### src/rtl/seq_mult_taint_ctrl.sv
// Shift-add sequential multiplier with start/ready/done handshake, optional
// two's-complement mode and constant-time operation. Carries 1-bit taint
// labels for data and control; labels are latched per operation.
module seq_mult_taint_ctrl #(
  parameter int unsigned WIDTH = 32
) (
  input  logic                 clk,
  input  logic                 rst,
  input  logic                 start,
  input  logic                 start_t,
  input  logic                 signed_mode,
  input  logic                 signed_mode_t,
  input  logic [WIDTH-1:0]     multiplier,
  input  logic                 multiplier_t,
  input  logic [WIDTH-1:0]     multiplicand,
  input  logic                 multiplicand_t,
  output logic                 ready,
  output logic                 done,
  output logic                 done_t,
  output logic [2*WIDTH-1:0]   product,
  output logic                 product_t
);

  localparam int unsigned  CW       = $clog2(WIDTH + 1);
  localparam logic [CW-1:0] CNT_LAST = CW'(WIDTH - 1);

  typedef enum logic [1:0] {
    IDLE,
    CALC,
    FIX,
    DONE
  } state_t;

  state_t               state;
  state_t               state_nx;

  logic [WIDTH-1:0]     mr;
  logic [WIDTH-1:0]     md;
  logic [2*WIDTH:0]     sum;
  logic [CW-1:0]        cnt;
  logic                 neg;
  logic                 lbl_d;
  logic                 lbl_c;

  logic                 accept;
  logic [WIDTH-1:0]     a_mag;
  logic [WIDTH-1:0]     b_mag;
  logic [2*WIDTH:0]     addend;
  logic [2*WIDTH:0]     sum_step;

  assign ready  = (state == IDLE) || (state == DONE);
  assign done   = (state == DONE);
  assign accept = start && ready;

  // Operand magnitudes and one shift-add iteration; -2^(W-1) maps to 2^(W-1) unsigned.
  always_comb begin
    a_mag    = multiplier;
    b_mag    = multiplicand;
    addend   = '0;
    sum_step = '0;
    if (signed_mode && multiplier[WIDTH-1]) begin
      a_mag = -multiplier;
    end
    if (signed_mode && multiplicand[WIDTH-1]) begin
      b_mag = -multiplicand;
    end
    if (mr[0]) begin
      addend = {1'b0, md, {WIDTH{1'b0}}};
    end
    sum_step = (sum + addend) >> 1;
  end

  // State register.
  always_ff @(posedge clk) begin
    if (rst) begin
      state <= IDLE;
    end else begin
      state <= state_nx;
    end
  end

  // Next-state logic; path through CALC and FIX is independent of operand values.
  always_comb begin
    state_nx = state;
    case (state)
      IDLE: begin
        if (accept) begin
          state_nx = CALC;
        end
      end
      CALC: begin
        if (cnt == CNT_LAST) begin
          state_nx = FIX;
        end
      end
      FIX: begin
        state_nx = DONE;
      end
      DONE: begin
        if (accept) begin
          state_nx = CALC;
        end else begin
          state_nx = IDLE;
        end
      end
      default: begin
        state_nx = IDLE;
      end
    endcase
  end

  // Datapath and label registers: load on accept, iterate in CALC, publish in FIX.
  always_ff @(posedge clk) begin
    if (rst) begin
      mr        <= '0;
      md        <= '0;
      sum       <= '0;
      cnt       <= '0;
      neg       <= 1'b0;
      lbl_d     <= 1'b0;
      lbl_c     <= 1'b0;
      product   <= '0;
      product_t <= 1'b0;
      done_t    <= 1'b0;
    end else begin
      case (state)
        IDLE, DONE: begin
          if (accept) begin
            mr    <= a_mag;
            md    <= b_mag;
            neg   <= signed_mode & (multiplier[WIDTH-1] ^ multiplicand[WIDTH-1]);
            sum   <= '0;
            cnt   <= '0;
            lbl_d <= multiplier_t | multiplicand_t | signed_mode_t;
            lbl_c <= start_t | signed_mode_t;
          end
        end
        CALC: begin
          sum <= sum_step;
          mr  <= mr >> 1;
          cnt <= cnt + CW'(1);
        end
        FIX: begin
          product   <= neg ? -sum[2*WIDTH-1:0] : sum[2*WIDTH-1:0];
          product_t <= lbl_d | lbl_c;
          done_t    <= lbl_c;
        end
        default: begin
        end
      endcase
    end
  end

endmodule
### config.mk
export PLATFORM = sky130hd
export DESIGN_NAME = seq_mult_taint_ctrl
export DESIGN_NICKNAME = d
export VERILOG_FILES = /design/src/rtl/seq_mult_taint_ctrl.sv
export SDC_FILE = /design/constraint.sdc
export NUM_CORES = 1
export LEC_CHECK = 0
export BUFFER_PORTS_ARGS = -buffer_cell sky130_fd_sc_hd__buf_2
export CORE_MARGIN = 1.5
export CORE_UTILIZATION = 55
export DETAILED_ROUTE_END_ITERATION = 10
export PLACE_DENSITY_LB_ADDON = 0.08
export SLEW_MARGIN = 20
export SYNTH_ARGS = -nofsm -noshare
export SYNTH_HDL_FRONTEND = slang
export SYNTH_SLANG_ARGS = --single-unit
### constraint.sdc
create_clock -name clk -period 10.64 [get_ports clk]
set_clock_uncertainty 0.15 [all_clocks]
set_input_delay 0.532 -clock clk [delete_from_list [all_inputs] [get_ports clk]]
set_output_delay 0.532 -clock clk [all_outputs]
set_load 0.02 [all_outputs]
# --- Word-level counts from Yosys, hierarchy flattened ---
# Cells that the tools add are included.
word_totals:
  ff_bits: 206
  inputBits: 72
  output_inout_bits: 68
  word_cells: 53
classes:
  addsub: 5
  n_eq_ne: 7
  muxes: 14
  n_bitwise: 6
  n_reduce_logical: 10
op_table:
  columns: ["operator", "count"]
  rows:
  - ["65-bit case mux with 2 select lines", 1]
  - ["64-bit 2-to-1 mux", 2]
  - ["32-bit 2-to-1 mux", 3]
  - ["65-bit adder", 1]
  - ["65-bit 2-to-1 mux", 1]
  - ["32-bit negation", 2]
  - ["64-bit negation", 1]
  - ["32-bit case mux with 2 select lines", 1]
  - ["6-bit case mux with 2 select lines", 1]
  - ["2-bit case mux with 4 select lines", 1]
  - ["6-bit by 1-bit adder with 6-bit output, second input constant", 1]
  - ["6-bit by 5-bit equality test with 1-bit output, second input constant", 1]
  - ["6-bit 2-to-1 mux", 1]
  - ["2-bit inequality test, second input constant", 3]
  - ["2-bit AND reduction", 3]
  - ["2-bit equality test, second input constant", 2]
  - ["2-bit 2-to-1 mux", 2]
  - ["1-bit bitwise OR", 4]
  - ["1-bit logical AND", 3]
  - ["2-bit by 1-bit equality test with 1-bit output, second input constant", 1]
  - ["2-bit logical NOT", 1]
  - ["2-bit nonzero test", 1]
  - ["2-bit OR reduction", 1]
  - ["1-bit AND", 1]
  - ["3 further kinds", 3]

# --- Depth between registers and ports, before layout ---
logic_depth:
  word_depth: 5
  mapped_depth: 13
  mapped_depth_nobuf: 12

# --- Worst setup path after synthesis ---
# OpenSTA, ideal clock, no wires.
synth_timing:
  kind: "register to register"
  from: "reg sum[46]"
  to: "reg product[63]"
  setup_ns: 0.086
  t_arrival_ns: 3.140
  t_required_ns: 10.404
  setup_slack_ns: 7.265
  path_stages_with_launch: 9
  path_buffers: 0
  period_less_slack_ns: 3.375
  cell_sequence: "dfxtp_1 or4_4 or4_4 or4_4 or4_4 or4_4 o31ai_4 xor2_1 a211oi_1"
synth_between:
  elab_chain_cells: 2
synth_lines:
  columns: ["item", "line_no", "text"]
  rows:
  - ["from (decl)", "39", "logic [2*WIDTH:0] sum;"]
  - ["from (signal assigned)", "139", "sum <= sum_step;"]
  - ["64-bit negation", "144", "product <= neg ? -sum[2*WIDTH-1:0] : sum[2*WIDTH-1:0];"]
  - ["64-bit 2-to-1 mux", "144", null]
  - ["to (signal assigned)", "144", null]
  - ["to (decl)", "20", "output logic [2*WIDTH-1:0] product,"]
# No other way between the ends.
# A chain may end at the register's enable or synchronous reset.

# --- Worst setup path in the final report ---
layout_timing:
  from: "reg mr[0]"
  to: "reg sum[49]"
layout_between:
  elab_chain_cells: 3
layout_lines:
  columns: ["item", "line_no", "text"]
  rows:
  - ["from (decl)", "37", "logic [WIDTH-1:0] mr;"]
  - ["from (signal assigned)", "129", "mr <= a_mag;"]
  - ["from (signal assigned)", "140", "mr <= mr >> 1;"]
  - ["64-bit 2-to-1 mux", "67", "if (mr[0]) begin"]
  - ["65-bit adder", "70", "sum_step = (sum + addend) >> 1;"]
  - ["65-bit case mux with 2 select lines", "126", "case (state)"]
# No other way between the ends.

==> results by group <==
Routing
  – Drt wl/cell: 15.4 um
  – Routed vias: roughly 11000
  – DRC errors left: 0
  – Drt via density: 5.76
  – DR pass1 iterations: 5
  – DRT iter0 DRCs: ~800
  – Drt total wl: 29.2 mm
  – Antenna violation net count after detailed routing: 0

Timing
  – Fin. Hold Viols: 0
  – Period utilization: 0.349
  – Unrepaired setup endpoints after global routing: no
  – Worst slew margin: 0.324
  – Max Fclk: 0.270 GHz
  – Worst Tran Pin Value: around 1000 ps
  – Setup tns final: 0 ps
  – WHS: ~180 ps
  – Final setup fails: 0
  – Pins Over Slew Limit: 0
  – Final min period: between 3000 and 4000 ps

Pwr
  – Part of the power in registers: 0.374
  – Switching pwr: 1010 uW
  – IR drop worst, VDD: about 0.14 mV
  – Sw Ratio: 0.377
  – P_leak: approximately 0.0053 uW
  – Combinational Power Share: 0.331
  – Pwr Density: ~200 nW/um^2
  – Int Pwr: 1680 uW
  – Clk pwr share: 0.295

Worst setup path
  – FF-to-FF setup slack: between 6000 and 7000 ps
  – Crit path max-delay cell type: dfxtp_1
  – Crit-path leading delay family: compound AO/OA/AOI/OAI gates
  – CP arrival: 3930 ps
  – Worst Path Buf+Inv: 1
  – Critical setup path kind: flip-flop to flip-flop
  – Slowest stage delay, CP: roughly 840 ps
  – Worst setup EP type: flip-flop
  – Startpoint types: flip-flop
  – WP data required: 10860 ps
  – Worst Path Max Fanout: 34
  – Worst-path cell chain: and2_1 -> ha_1 -> inv_1 -> fa_1 -> nand2b_1 -> a21oi_1 -> o211a_1 -> o31ai_1 -> a311oi_1 -> a21boi_0 -> xor2_1 -> o21ai_0

Flow run
  – Max-cap viol count: 0

Clock tree
  – Reg clk slew, reported paths: roughly 60 ps
  – CTS Hold Bufs: 0
  – H-tree depth: 1
  – CTS root buf: clkbuf_16
  – Setup Fix Bufs, Post-CTS: 0
  – CTS buffer count: 23
  – Max Root-Sink Buffers: 3
  – Clock latency on the worst-skew pair: around 510 ps
  – Clock tree sinks: 205
  – TritonCTS clock tree: built
  – Post-CTS resize count: 0

Synthesis
  – Flops & latches, synth: between 200 and 250
  – Post-Synthesis Net Count: between 1500 and 2000
  – Synth warn: 0
  – Mapped Cells: about 1500
  – Cell variety after synth: 54
  – Top_reg_cell synth: dfxtp_1
  – Async S/R FF share, synth: 0
  – Synth Cell Area: between 10000 and 15000 um^2
  – Seq/Total Area, Yosys: 0.346
  – Synth Area per Inst: 7.71 um^2
  – Number of flops mapped to enable cells by yosys: 0

Floorplan
  – Die Span Y: between 100 and 150 um
  – Core Box Area: around 21000 um^2
  – Initial Util: 0.563
  – Die ar.: about 22000 um^2
  – Ports: 140
  – Rows: 53
  – Die width: roughly 150 um

Cells and area
  – Number of nets in the layout: ~1700
  – Area growth, synth to finish: 12.8%
  – Diode count: 0
  – Fill count: 1939
  – Share of cells above drive strength 1: 0.126

Place
  – GP Congestion: roughly 0.95
  – DP Wirelength: 21.1 mm
  – Count of input and output buffers: between 100 and 150

Global route
  – Grt ovf: 0
  – Gr usage total: 0.258
  – First-pass GRT wire length: 48.1 mm
  – Initial antenna violation count: 0
  – Largest net degree at the start of global routing: 96
  – Vias in the first global route: a little under 10000

Status
  – Status: complete, no violations

Hold path
  – Min-delay worst type: input pin to flip-flop
## flip-flops by register name, summed over array words and instances (netlist names)
name and cells:
sum 64, product 64, state 2, product_t 1, neg 1, lbl_d 1
lbl_c 1, done_t 1, md 32, mr 32, cnt 6
## layout by cell type, fill, tap and decap left out, types with 9 or more instances in the layout
master,instances
dfxtp_1,204
nand2_1,203
nor2_1,142
buf_2,138
a21oi_1,104
xor2_1,97
o21ai_0,97
a211oi_1,76
nand3_1,73
xnor2_1,46
ha_1,38
and2_1,37
inv_1,33
a31oi_1,31
o31ai_1,30
nor3_1,27
clkbuf_16,23
or3_1,19
or4_1,16
nor4_1,15
o41ai_1,15
nand2b_1,15
nand4_1,12
a21o_1,10
buf_4,10
a22oi_1,9
## cells in the mapped netlist (4+ instances only)
cell type / count / area share
or4_4: 6 / 0.0057
o31ai_1: 30 / 0.019
nand3_1: 73 / 0.031
buf_1: 12 / 0.0038
and2_1: 37 / 0.020
xnor2_1: 46 / 0.034
and3_1: 5 / 0.0026
a21oi_1: 105 / 0.044
o21bai_1: 8 / 0.0051
o21ai_0: 97 / 0.041
nand4_1: 12 / 0.0063
a22oi_1: 9 / 0.0057
a31oi_1: 31 / 0.016
nand2_1: 204 / 0.065
nor3_1: 27 / 0.011
or2_2: 4 / 0.0021
nor2b_1: 5 / 0.0026
or4_1: 16 / 0.010
a21boi_0: 5 / 0.0032
a311oi_1: 6 / 0.0044
a211oi_1: 76 / 0.048
inv_1: 33 / 0.010
clkbuf_1: 90 / 0.028
nor3b_1: 4 / 0.0025
a21o_1: 10 / 0.0063
xor2_1: 97 / 0.072
dfxtp_1: 205 / 0.35
mux2i_1: 4 / 0.0034
o41ai_1: 15 / 0.011
ha_1: 40 / 0.042
nand3b_1: 6 / 0.0038
o21a_1: 4 / 0.0025
or3_1: 19 / 0.010
nor4_1: 15 / 0.0079
o211ai_1: 4 / 0.0025
nor2_1: 144 / 0.046
nand2b_1: 15 / 0.0079
## worst reg2reg max path: cells and delay by family (launching register included)
family	cells	cell delay, ps
AND/OR/NAND/NOR	2	450
buffers and inverters	1	50
AO/OA/AOI/OAI	6	1350
adder cells (fa/ha/maj)	2	560
XOR/XNOR	1	170
flip-flops	1	840
## worst paths after layout
kind | cells after the start | end | from
worst max register to register | 12 | sum[49] | mr[0]
worst max-delay path | 12 | sum[49] | mr[0]
worst min register to register | 2 | product[48] | product[48]
worst min-delay path | 3 | lbl_c | start_t
## power by group through the flow
stage,Clock (uW),Sequential [uW],Combinational (uW)
6_report,794,1010,893
5_1_grt,841,1030,992
4_1_cts,807,1010,893
3_5_place_dp,0,1020,891
3_3_place_gp,0,1020,880
2_1_floorplan,0,1060,599
## through the flow
step / worst slack (ps) / area, um^2 / instances / power (uW) / util
finish: 6930 / 13400 / 1898 / 2690 / 0.635
global route: 6630 / 13400 / 1898 / 2860 / 0.635
CTS: 6970 / 13400 / 1898 / 2710 / 0.635
detailed placement: 7000 / 12600 / 1860 / 1910 / 0.599
global placement: 7080 / 12600 / 1860 / 1900 / 0.599
floorplan: 7260 / 11900 / 1540 / 1660 / -
## area by class of cell
type                       instances  area [um^2]  share of cell area
timing repair buffer             148          766              0.0572
clock inverter                     6         87.6             0.00654
clock buffer                      32          669              0.0500
multi-input combinational       1199         7290               0.545
inverter                          33          124             0.00925
tap                              275          344              0.0257
sequential                       205         4110               0.307
## layer usage
metal  routed length (um)  GRT usage
met1                14900      0.401
met5                    0          0
met2                12000      0.379
met3                 1980     0.0323
met4                  335     0.0510
## logic make-up after synthesis
group,share of synthesized area
multiplexers,0.00337
XOR/XNOR,0.106
AO/OA/AOI/OAI,0.221
buffers and inverters,0.0431
AND/OR/NAND/NOR,0.237
adder cells (fa/ha/maj),0.0439
flip-flops,0.346
Power figures use the tool's default switching activity.
